==> src/rtl/fre_meas_ctrl.sv <==
// Measurement-run controller: drops the partial first gate, accumulates 2^AVG_LOG2
// gate counts from the frequency-measure block, and hands the result over with valid/ready.
//
// state   | meaning
// IDLE    | waiting for start; sums/gate_cnt keep their last values
// DISCARD | run started, waiting to drop the first (partial) gate
// ACC     | accumulating M/N on every gate end
// OUT     | result presented; held until valid & ready
module fre_meas_ctrl #(
    parameter int          AVG_LOG2 = 2,
    parameter logic [31:0] TIMEOUT  = 32'd200_000_000
) (
    input  logic        clk_100M,
    input  logic        rst_n,
    input  logic        start,
    input  logic        abort,
    input  logic [31:0] M_in,
    input  logic [31:0] N_in,
    input  logic        irq_in,
    output logic [39:0] M_sum,
    output logic [39:0] N_sum,
    output logic [8:0]  gate_cnt,
    output logic        valid,
    input  logic        ready,
    output logic        busy,
    output logic        timeout
);

    typedef enum logic [1:0] {
        IDLE    = 2'd0,
        DISCARD = 2'd1,
        ACC     = 2'd2,
        OUT     = 2'd3
    } state_t;

    localparam logic [8:0]  C_FULL   = 9'd1 << AVG_LOG2;
    localparam logic [31:0] C_TO_END = TIMEOUT - 32'd1;

    state_t      r_state;
    state_t      w_next;
    logic        r_irq_d;
    logic [31:0] r_to_cnt;
    logic [39:0] r_m_sum;
    logic [39:0] r_n_sum;
    logic [8:0]  r_gate_cnt;
    logic        r_timeout;

    logic        w_gate_end;
    logic        w_to_expired;
    logic        w_clear;
    logic        w_acc;
    logic        w_to_hit;
    logic        w_running;

    assign w_gate_end   = r_irq_d & ~irq_in;
    assign w_to_expired = (r_to_cnt == C_TO_END);
    assign w_running    = (r_state == DISCARD) || (r_state == ACC);

    always_ff @(posedge clk_100M or negedge rst_n) begin
        if (!rst_n) begin
            r_state <= IDLE;
            r_irq_d <= 1'b0;
        end else begin
            r_state <= w_next;
            r_irq_d <= irq_in;
        end
    end

    // Gate end takes precedence over an expiring timeout in the same cycle.
    always_comb begin
        w_next   = r_state;
        w_clear  = 1'b0;
        w_acc    = 1'b0;
        w_to_hit = 1'b0;
        if (abort) begin
            w_next = IDLE;
        end else begin
            case (r_state)
                IDLE: begin
                    if (start) begin
                        w_next  = DISCARD;
                        w_clear = 1'b1;
                    end
                end
                DISCARD: begin
                    if (w_gate_end) begin
                        w_next = ACC;
                    end else if (w_to_expired) begin
                        w_next   = OUT;
                        w_to_hit = 1'b1;
                    end
                end
                ACC: begin
                    if (w_gate_end) begin
                        w_acc = 1'b1;
                        if (r_gate_cnt + 9'd1 == C_FULL) begin
                            w_next = OUT;
                        end
                    end else if (w_to_expired) begin
                        w_next   = OUT;
                        w_to_hit = 1'b1;
                    end
                end
                OUT: begin
                    if (ready) begin
                        w_next = IDLE;
                    end
                end
                default: w_next = IDLE;
            endcase
        end
    end

    always_ff @(posedge clk_100M or negedge rst_n) begin
        if (!rst_n) begin
            r_to_cnt <= 32'd0;
        end else if (w_clear || w_gate_end) begin
            r_to_cnt <= 32'd0;
        end else if (w_running) begin
            r_to_cnt <= r_to_cnt + 32'd1;
        end
    end

    // Abort leaves the partial sums in place; valid is what marks them unusable.
    always_ff @(posedge clk_100M or negedge rst_n) begin
        if (!rst_n) begin
            r_m_sum    <= 40'd0;
            r_n_sum    <= 40'd0;
            r_gate_cnt <= 9'd0;
        end else if (w_clear) begin
            r_m_sum    <= 40'd0;
            r_n_sum    <= 40'd0;
            r_gate_cnt <= 9'd0;
        end else if (w_acc) begin
            r_m_sum    <= r_m_sum + {8'd0, M_in};
            r_n_sum    <= r_n_sum + {8'd0, N_in};
            r_gate_cnt <= r_gate_cnt + 9'd1;
        end
    end

    always_ff @(posedge clk_100M or negedge rst_n) begin
        if (!rst_n) begin
            r_timeout <= 1'b0;
        end else if (abort || w_clear) begin
            r_timeout <= 1'b0;
        end else if (w_to_hit) begin
            r_timeout <= 1'b1;
        end
    end

    assign M_sum    = r_m_sum;
    assign N_sum    = r_n_sum;
    assign gate_cnt = r_gate_cnt;
    assign timeout  = r_timeout;
    assign valid    = (r_state == OUT);
    assign busy     = (r_state != IDLE);

endmodule

==> config.mk <==
export PLATFORM = sky130hd
export DESIGN_NAME = fre_meas_ctrl
export DESIGN_NICKNAME = d
export VERILOG_FILES = /design/src/rtl/fre_meas_ctrl.sv
export SDC_FILE = /design/constraint.sdc
export NUM_CORES = 1
export LEC_CHECK = 0
export BUFFER_PORTS_ARGS = -buffer_cell sky130_fd_sc_hd__buf_4
export CAP_MARGIN = 20
export CELL_PAD_IN_SITES_DETAIL_PLACEMENT = 0
export CELL_PAD_IN_SITES_GLOBAL_PLACEMENT = 2
export CORE_MARGIN = 10
export CORE_UTILIZATION = 34
export DETAILED_ROUTE_END_ITERATION = 12
export PLACE_DENSITY = 0.91
export REMOVE_ABC_BUFFERS = 1
export SETUP_SLACK_MARGIN = 0.02
export SLEW_MARGIN = 30
export SYNTH_ARGS = -nofsm -noshare
export SYNTH_HDL_FRONTEND = slang
export SYNTH_SLANG_ARGS = --single-unit
==> constraint.sdc <==
create_clock -name clk_100M -period 3 [get_ports clk_100M]
set_input_delay 0 -clock clk_100M [delete_from_list [all_inputs] [get_ports clk_100M]]
set_output_delay 0 -clock clk_100M [all_outputs]
set_load 0.1 [all_outputs]
==> Flow_metrics.wiki, run 1 <==
{| class="wikitable"
! Metric !! Value
|-
| Summed instance area of the synthesized netlist || 9220 µm²
|-
| Sum of routed wire length over all layers || 28400 µm
|-
| Predominant post-synthesis flop cell || sky130_fd_sc_hd__dfrtp_1
|-
| EDFF count, synth || 0
|-
| Synthesized area per cell || 8.41 µm²
|-
| Proportion of synthesized area in mux cells || 0.326%
|-
| Post-synthesis share of cell area spent on full adders, half adders and majority gates || 10.2%
|-
| Vias in the first global route || 8676
|-
| Number of sinks on the clock net || 125
|-
| Aggregate global-route resource usage || 16.6%
|-
| Hold path startpoint || M_in[1]
|-
| Effective utilization at floorplan || 34.4%
|-
| Critical path cell sequence || ha_1 -> a21oi_1 -> o211ai_1 -> a2111o_1 -> a21o_1 -> a221oi_4 -> o311a_1 -> or3_1 -> a21oi_1
|-
| Number of warnings reported in the yosys synthesis log || 0
|-
| First-pass iteration count of the detailed router || 4
|-
| HPWL after detailed placement || 21800 µm
|-
| PnR worst setup slack || 0.142 ns
|-
| Critical path startpoint category || flip-flop
|-
| Simple-Gate Fraction of Synth Area || 20.8%
|-
| Sum of overflow across all layers after global routing || 0
|-
| Switching power as a share of total power || 28.9%
|-
| Number of placement rows || 60
|-
| Seq/Total Area, Yosys || 33.9%
|-
| Cell types with the highest counts after synthesis || 147 x sky130_fd_sc_hd__nand2_1, 125 x sky130_fd_sc_hd__dfrtp_1, 120 x sky130_fd_sc_hd__o21ai_0
|-
| Overall via count from detail_route || 8779
|-
| Most common cell on crit path || sky130_fd_sc_hd__a21oi_1
|-
| Leakage dissipation || 5.56 nW
|-
| Maximum resistive drop on vdd || 0.255 mV
|-
| Share of synthesized flip-flops with an asynchronous set or reset || 100%
|-
| Part of the total power dissipated in combinational logic || 13.5%
|-
| P_int || 3.07 mW
|-
| CTS HTree Levels || 4
|-
| Critical Path Sink Type || flip-flop
|-
| Crit path DAT || 3.13 ns
|-
| Total power after layout || 4.32 mW
|-
| Top post-synthesis cells by area || sky130_fd_sc_hd__dfrtp_1 34%, sky130_fd_sc_hd__ha_1 9.8%, sky130_fd_sc_hd__o21ai_0 6.5%
|-
| PD cells || 372 nW/µm²
|-
| Core area || 26800 µm²
|-
| Clock tree root driver cell || sky130_fd_sc_hd__clkbuf_16
|-
| Sink of the worst hold path || M_sum[1]
|-
| Iteration-0 DRC count of the detailed router || 528
|-
| Crit share post-route || 95.3%
|-
| Clock slew at the register clock pins of the worst setup and hold paths || 0.06 ns
|-
| Area of placed instances || 10900 µm²
|-
| Cell depth of the worst hold path || 4
|-
| Final Critical Period || 2.86 ns
|-
| Switching power || 1.25 mW
|-
| Largest net degree at the start of global routing || 64
|-
| Highest net fanout along the worst path || 5
|-
| Wire length of the first global-routing pass || 45700 µm
|-
| Max incr delay on CP || 0.44 ns
|-
| Compound-cell area share of the yosys netlist || 23.3%
|-
| Initial antenna violation count || 0
|-
| Number of synthesized register bits || 125
|-
| Number of instances in the synthesized netlist || 1096
|-
| Data required, critical path || 3.27 ns
|-
| Portion of total power attributed to the clock network || 46.4%
|-
| Worst Path Class, Setup || reg2reg
|-
| Yosys top cell by area || sky130_fd_sc_hd__dfrtp_1
|-
| Final weighted congestion in routability-driven placement || 0.893
|-
| Die Width || 185 µm
|-
| Max Fclk || 0.350 GHz
|-
| Final routed wire length divided by cell count || 17.4 µm
|-
| Count of unresolved DRC violations after routing || 0
|-
| Number of max-slew violations in the final report || 0
|-
| Path category of the worst min-delay check || in2reg
|-
| Sequential share of power || 40.0%
|-
| Die Y || 185 µm
|-
| Die area || 34100 µm²
|-
| Share of the synthesized netlist area taken by xor and xnor gates || 7.79%
|-
| Final hold vios || 0
|-
| Post-DRT Antenna Nets || 0
|-
| Worst clock skew || 0.0149 ns
|-
| Clock latency reported for the late side of the worst-skew pair || 0.42 ns
|-
| Worst-margin pin slew || 0.635 ns
|-
| CTS tree || built
|-
| Dominant cell by count in the synthesized netlist || sky130_fd_sc_hd__nand2_1
|-
| Clock buffers created by TritonCTS || 17
|-
| Number of failing setup endpoints in the final timing report || 0
|-
| CP bufs+invs || 0
|-
| Finished Cell Area || 11600 µm²
|-
| Path depth of the worst reg2reg path || 9
|-
| I/O pins || 162
|-
| Unique masters post-synth || 78
|-
| P&R area growth vs syn || 25.9%
|-
| CP top delay family || compound AO/OA/AOI/OAI gates
|-
| Share of post-route cells with drive strength above 1 || 19.6%
|-
| Unrepaired setup endpoints after global routing || no
|-
| Buffers on Ports || 161
|-
| Worst-case headroom to the max-slew limit || 57.6%
|-
| Register-to-register setup slack || 0.14 ns
|-
| Combinational family with the most area after synthesis || compound AO/OA/AOI/OAI gates
|-
| Crit. Startpoint || M_sum[11]
|-
| Post-Place Worst Slack || -0.0288 ns
|-
| Antenna Diode Count || 0
|-
| Share of the synthesized area in the top cell type || 33.9%
|-
| Critical register-to-register path startpoint || M_sum[11]
|-
| Number of max-cap violations || 0
|-
| WHS || 0.0554 ns
|-
| Standard cell with the maximum stage delay on the critical path || sky130_fd_sc_hd__a2111o_1
|-
| Crit Reg-Reg Endpoint || M_sum[32]
|-
| Outcome || complete, no violations
|-
| Final #Nets || 1423
|-
| Vias per Instance || 5.38
|-
| Clock Tree Buf Depth || 2
|}
flip-flops by register name, summed over array words and instances (netlist names):
| name | cells |
|---|---|
| N_sum | 40 |
| M_sum | 40 |
| timeout | 1 |
| r_to_cnt | 32 |
| gate_cnt | 9 |
| r_irq_d | 1 |
| r_state | 2 |
timing repair:
item | in CTS | in global routing
endpoints found under the hold margin | 68 | 0
endpoints found under the setup margin | 4 | 18
resized for setup | 2 | 12
pin swaps | 0 | 5
buffers inserted | 0 | 3
cloned | 0 | 0
hold buffers | 7 | 0
tightest hold or removal path, stage by stage:
cell and delay [ns]:
sky130_fd_sc_hd__buf_4 0.12, sky130_fd_sc_hd__inv_1 0.07, sky130_fd_sc_hd__fa_1 0.16, sky130_fd_sc_hd__o21ai_0 0.08
worst max path at each step:
stage | slack, ns | to | cells after the start
after floorplan | -0.33 | M_sum[32] | 11
after global placement | 0.06 | N_sum[30] | 11
after detailed placement | -0.03 | N_sum[30] | 11
after CTS | 0.05 | N_sum[34] | 11
after global routing | 0.03 | M_sum[32] | 11
final | 0.14 | M_sum[32] | 9
cells by family (layout without fill, tap and decap cells):
group	after synthesis	count (layout)
simple gates	395	395
compound gates	345	345
flops	125	125
xor+xnor	82	82
fa+ha+maj	74	74
buf+inv	72	268
mux	3	3
layout make-up:
type	count	area, µm²
tap	341	427
timing repair buffer	203	1550
inverter	33	124
sequential	125	3130
multi-input combinational	899	5810
clock buffer	18	429
fill	2710	15200
clock inverter	14	136
through the flow:
stage / utilization (%) / std cells / setup TNS (ns)
after floorplan: - / 1057 / -3.14
final: 43.3 / 1633 / 0
after CTS: 43.0 / 1630 / 0
after global routing: 43.3 / 1633 / 0
after global placement: 40.6 / 1591 / 0
after detailed placement: 40.6 / 1591 / -0.0448
power groups by stage:
stage	sequential, mW	clock, mW	combinational [mW]
3_5_place_dp	1.76	0	0.579
3_3_place_gp	1.76	0	0.577
4_1_cts	1.73	2.07	0.588
5_1_grt	1.73	2.14	0.648
2_1_floorplan	1.80	0	0.291
6_report	1.73	2.01	0.584
per-layer routing:
layer	vias to the layer above	routed length, µm	global-route usage, %	part of all wire (%)
met5	-	0	0	0
met4	0	214	3.64	0.75
met3	16	1520	3.94	5.3
met2	172	13200	27.3	46
met1	4228	13500	21.6	48
li1	4363	-	-	-
placed cells by master, fill, tap and decap left out, types with 33 or more instances in the layout:
master                    instances
sky130_fd_sc_hd__a21oi_1         81
sky130_fd_sc_hd__buf_4          195
sky130_fd_sc_hd__dfrtp_1        125
sky130_fd_sc_hd__ha_1            71
sky130_fd_sc_hd__inv_1           33
sky130_fd_sc_hd__nand2_1        146
sky130_fd_sc_hd__nor2_1          85
sky130_fd_sc_hd__o21ai_0        119
sky130_fd_sc_hd__xnor2_1         37
sky130_fd_sc_hd__xor2_1          45
Note: power is estimated with default switching activity, not from simulation.
==> run 2, diff against run 1 <==
CORE_MARGIN = 8   (was 10)
CORE_UTILIZATION = 37   (was 34)
PLACE_DENSITY = 0.95   (was 0.91)
clock period = 3.6 ns   (was 3 ns; I/O delays follow)
==> run 2 against run 1 <==
Sequential power down 17%. Clock skew down 0.0033 ns. Critical path type unchanged. Clock-buffer cell count down 1. Largest power group unchanged. Highest routed layer unchanged.
==> Flow_metrics.wiki, run 2 (synthesized netlist as in run 1, its figures left out) <==
{| class="wikitable"
! Metric !! Value
|-
| Outcome || complete, no violations
|-
| Crit share post-route || 86.5% (-8.8 points)
|-
| CP top delay family || compound AO/OA/AOI/OAI gates
|-
| I/O pins || 162 (unchanged)
|-
| P&R area growth vs syn || 23.1%
|-
| CTS tree || built
|-
| HPWL after detailed placement || 20500 µm (-5.9%)
|-
| Clock buffers created by TritonCTS || 17 (unchanged)
|-
| Register-to-register setup slack || 0.49 ns (+0.34 ns)
|-
| PD cells || 323 nW/µm² (-13%)
|-
| Number of failing setup endpoints in the final timing report || 0 (unchanged)
|-
| Standard cell with the maximum stage delay on the critical path || sky130_fd_sc_hd__o311ai_0
|-
| Highest net fanout along the worst path || 5 (unchanged)
|-
| Number of cells in the design after placement || 1549 (-2.6%)
|-
| Fill cells || 2481 (-8.5%)
|-
| Top library cells by usage in the layout, fill and taps aside || 167 x sky130_fd_sc_hd__buf_4, 146 x sky130_fd_sc_hd__nand2_1, 125 x sky130_fd_sc_hd__dfrtp_1
|-
| Die Width || 174 µm (-5.9%)
|-
| Final routed wire length divided by cell count || 17.1 µm (-1.8%)
|-
| Number of placement rows || 57 (-5.0%)
|-
| Overall via count from detail_route || 8657 (-1.4%)
|-
| Sum of routed wire length over all layers || 27100 µm (-4.5%)
|-
| Worst Path Class, Setup || reg2reg
|-
| Final weighted congestion in routability-driven placement || 0.840 (-5.9%)
|-
| CTS HTree Levels || 4 (unchanged)
|-
| Share of post-route cells with drive strength above 1 || 17.2% (-2.3 points)
|-
| Met3 routing resource usage after global routing || 4.05% (+0.11 points)
|-
| Register cell area after layout || 3130 µm² (unchanged)
|-
| Post CTS Setup Buffer Count || 0 (unchanged)
|-
| Met2 capacity usage during global routing || 29.8% (+2.6 points)
|-
| Maximum resistive drop on vdd || 0.263 mV (+3.4%)
|-
| Vias per Instance || 5.45 (+1.4%)
|-
| Number of max-slew violations in the final report || 0 (unchanged)
|-
| CP bufs+invs || 1 (+1)
|-
| Area of the multi-input gates || 5750 µm² (-1.0%)
|-
| Data required, critical path || 3.94 ns (+0.67 ns)
|-
| Clock tree root driver cell || sky130_fd_sc_hd__clkbuf_16
|-
| Leakage dissipation || 5.42 nW (-2.5%)
|-
| Die area || 30200 µm² (-11%)
|-
| Critical Path Sink Type || flip-flop
|-
| Die Y || 174 µm (-5.9%)
|-
| Clock slew at the register clock pins of the worst setup and hold paths || 0.06 ns (about the same)
|-
| TNS Setup || 0 ns (unchanged)
|-
| Core area || 24400 µm² (-9.0%)
|-
| Count of unresolved DRC violations after routing || 0 (unchanged)
|-
| Aggregate global-route resource usage || 18.0% (+1.4 points)
|-
| Max incr delay on CP || 0.71 ns (+0.27 ns)
|-
| Grt met1 use || 23.2% (+1.7 points)
|-
| Vias in the first global route || 8721 (+0.52%)
|-
| Clock latency reported for the late side of the worst-skew pair || 0.43 ns (about the same)
|-
| Critical path cell sequence || ha_1 -> inv_1 -> fa_1 -> nor2b_1 -> o31ai_1 -> o21bai_1 -> a21o_1 -> a221oi_2 -> o311ai_0 -> nand4b_1 -> a21oi_1
|-
| Count of non-filler cells in the finished layout || 1588 (-2.8%)
|-
| Number of sinks on the clock net || 125 (unchanged)
|-
| Worst-case headroom to the max-slew limit || 48.6% (-9.1 points)
|-
| Effective utilization at floorplan || 37.8% (+3.4 points)
|-
| Initial antenna violation count || 0 (unchanged)
|-
| Crit path DAT || 3.45 ns (+0.32 ns)
|-
| Unrepaired setup endpoints after global routing || no
|-
| Worst-margin pin slew || 0.762 ns (+0.126 ns)
|-
| Final Critical Period || 3.11 ns (+0.256 ns)
|-
| Path category of the worst min-delay check || in2reg
|-
| Final hold vios || 0 (unchanged)
|-
| Highest-utilization routing layer at the global route stage || met2
|-
| Final #Nets || 1395 (-2.0%)
|-
| Antenna Diode Count || 0 (unchanged)
|-
| Buffers on Ports || 161 (unchanged)
|-
| Commonest non-fill, non-tap cell in the layout || sky130_fd_sc_hd__buf_4
|-
| Wire length of the first global-routing pass || 45000 µm (-1.5%)
|-
| Clock Tree Buf Depth || 2 (unchanged)
|-
| Iteration-0 DRC count of the detailed router || 490 (-7.2%)
|-
| First-pass iteration count of the detailed router || 5 (+1)
|-
| Sum of overflow across all layers after global routing || 0 (unchanged)
|-
| Worst clock skew || 0.0117 ns (-0.00327 ns)
|-
| Max Fclk || 0.321 GHz (-8.2%)
|-
| Post-DRT Antenna Nets || 0 (unchanged)
|-
| Critical path startpoint category || flip-flop
|-
| Largest net degree at the start of global routing || 75 (+17%)
|-
| Number of max-cap violations || 0 (unchanged)
|}
run 2: final cells by class:
type | instances | area share, %
clock inverters | 15 | 1.43
inverters | 33 | 1.09
well taps | 324 | 3.57
clock buffers | 17 | 3.75
flip-flops and latches | 125 | 27.6
repair buffers | 175 | 11.8
multi-input cells | 899 | 50.7
run 2: per-layer routing:
layer	routed length (µm)	share of wire [%]
met1	12700	47
met4	265	0.98
met2	12800	47
met3	1380	5.1
met5	0	0
run 2: per-stage QoR:
step	instance area [µm²]	hold slack [ns]	total power [mW]	setup WS, ns	utilization, %
after global placement	10700	0.118	1.93	0.625	43.8
after floorplan	9000	-0.296	1.74	0.274	-
after detailed placement	10700	0.125	1.93	0.514	43.8
final	11300	0.0553	3.67	0.487	46.5
after CTS	11300	0.0440	3.72	0.477	46.5
after global routing	11300	0.0765	3.81	0.239	46.5
run 2: worst register-to-register path, stage by stage (launching register included):
cell                       delay [ns]
sky130_fd_sc_hd__dfrtp_1         0.37
sky130_fd_sc_hd__ha_1            0.20
sky130_fd_sc_hd__inv_1           0.06
sky130_fd_sc_hd__fa_1            0.39
sky130_fd_sc_hd__nor2b_1         0.17
sky130_fd_sc_hd__o31ai_1         0.12
sky130_fd_sc_hd__o21bai_1        0.37
sky130_fd_sc_hd__a21o_1          0.20
sky130_fd_sc_hd__a221oi_2        0.09
sky130_fd_sc_hd__o311ai_0        0.71
sky130_fd_sc_hd__nand4b_1        0.17
sky130_fd_sc_hd__a21oi_1         0.18
run 2: where the power goes:
part / total [mW] / switching, mW / internal (mW)
combinational: 0.467 / 0.300 / 0.167
sequential: 1.44 / 0.0197 / 1.42
clock: 1.76 / 0.729 / 1.03
run 2: repair_timing:
item                                   CTS  global route
endpoints found under the hold margin   61             0
hold buffers                             7             0
resized for setup                        0             0
run 2: path summary, 6_finish.rpt:
check | start | endpoint | cells past startpoint
worst min-delay path | M_in[1] | M_sum[1] | 4
max in group asynchronous | rst_n | r_to_cnt[28] | 3
worst min register to register | M_sum[29] | M_sum[29] | 2
min in group asynchronous | rst_n | M_sum[2] | 2
worst max register to register | M_sum[0] | M_sum[38] | 11
worst max-delay path | M_sum[0] | M_sum[38] | 11
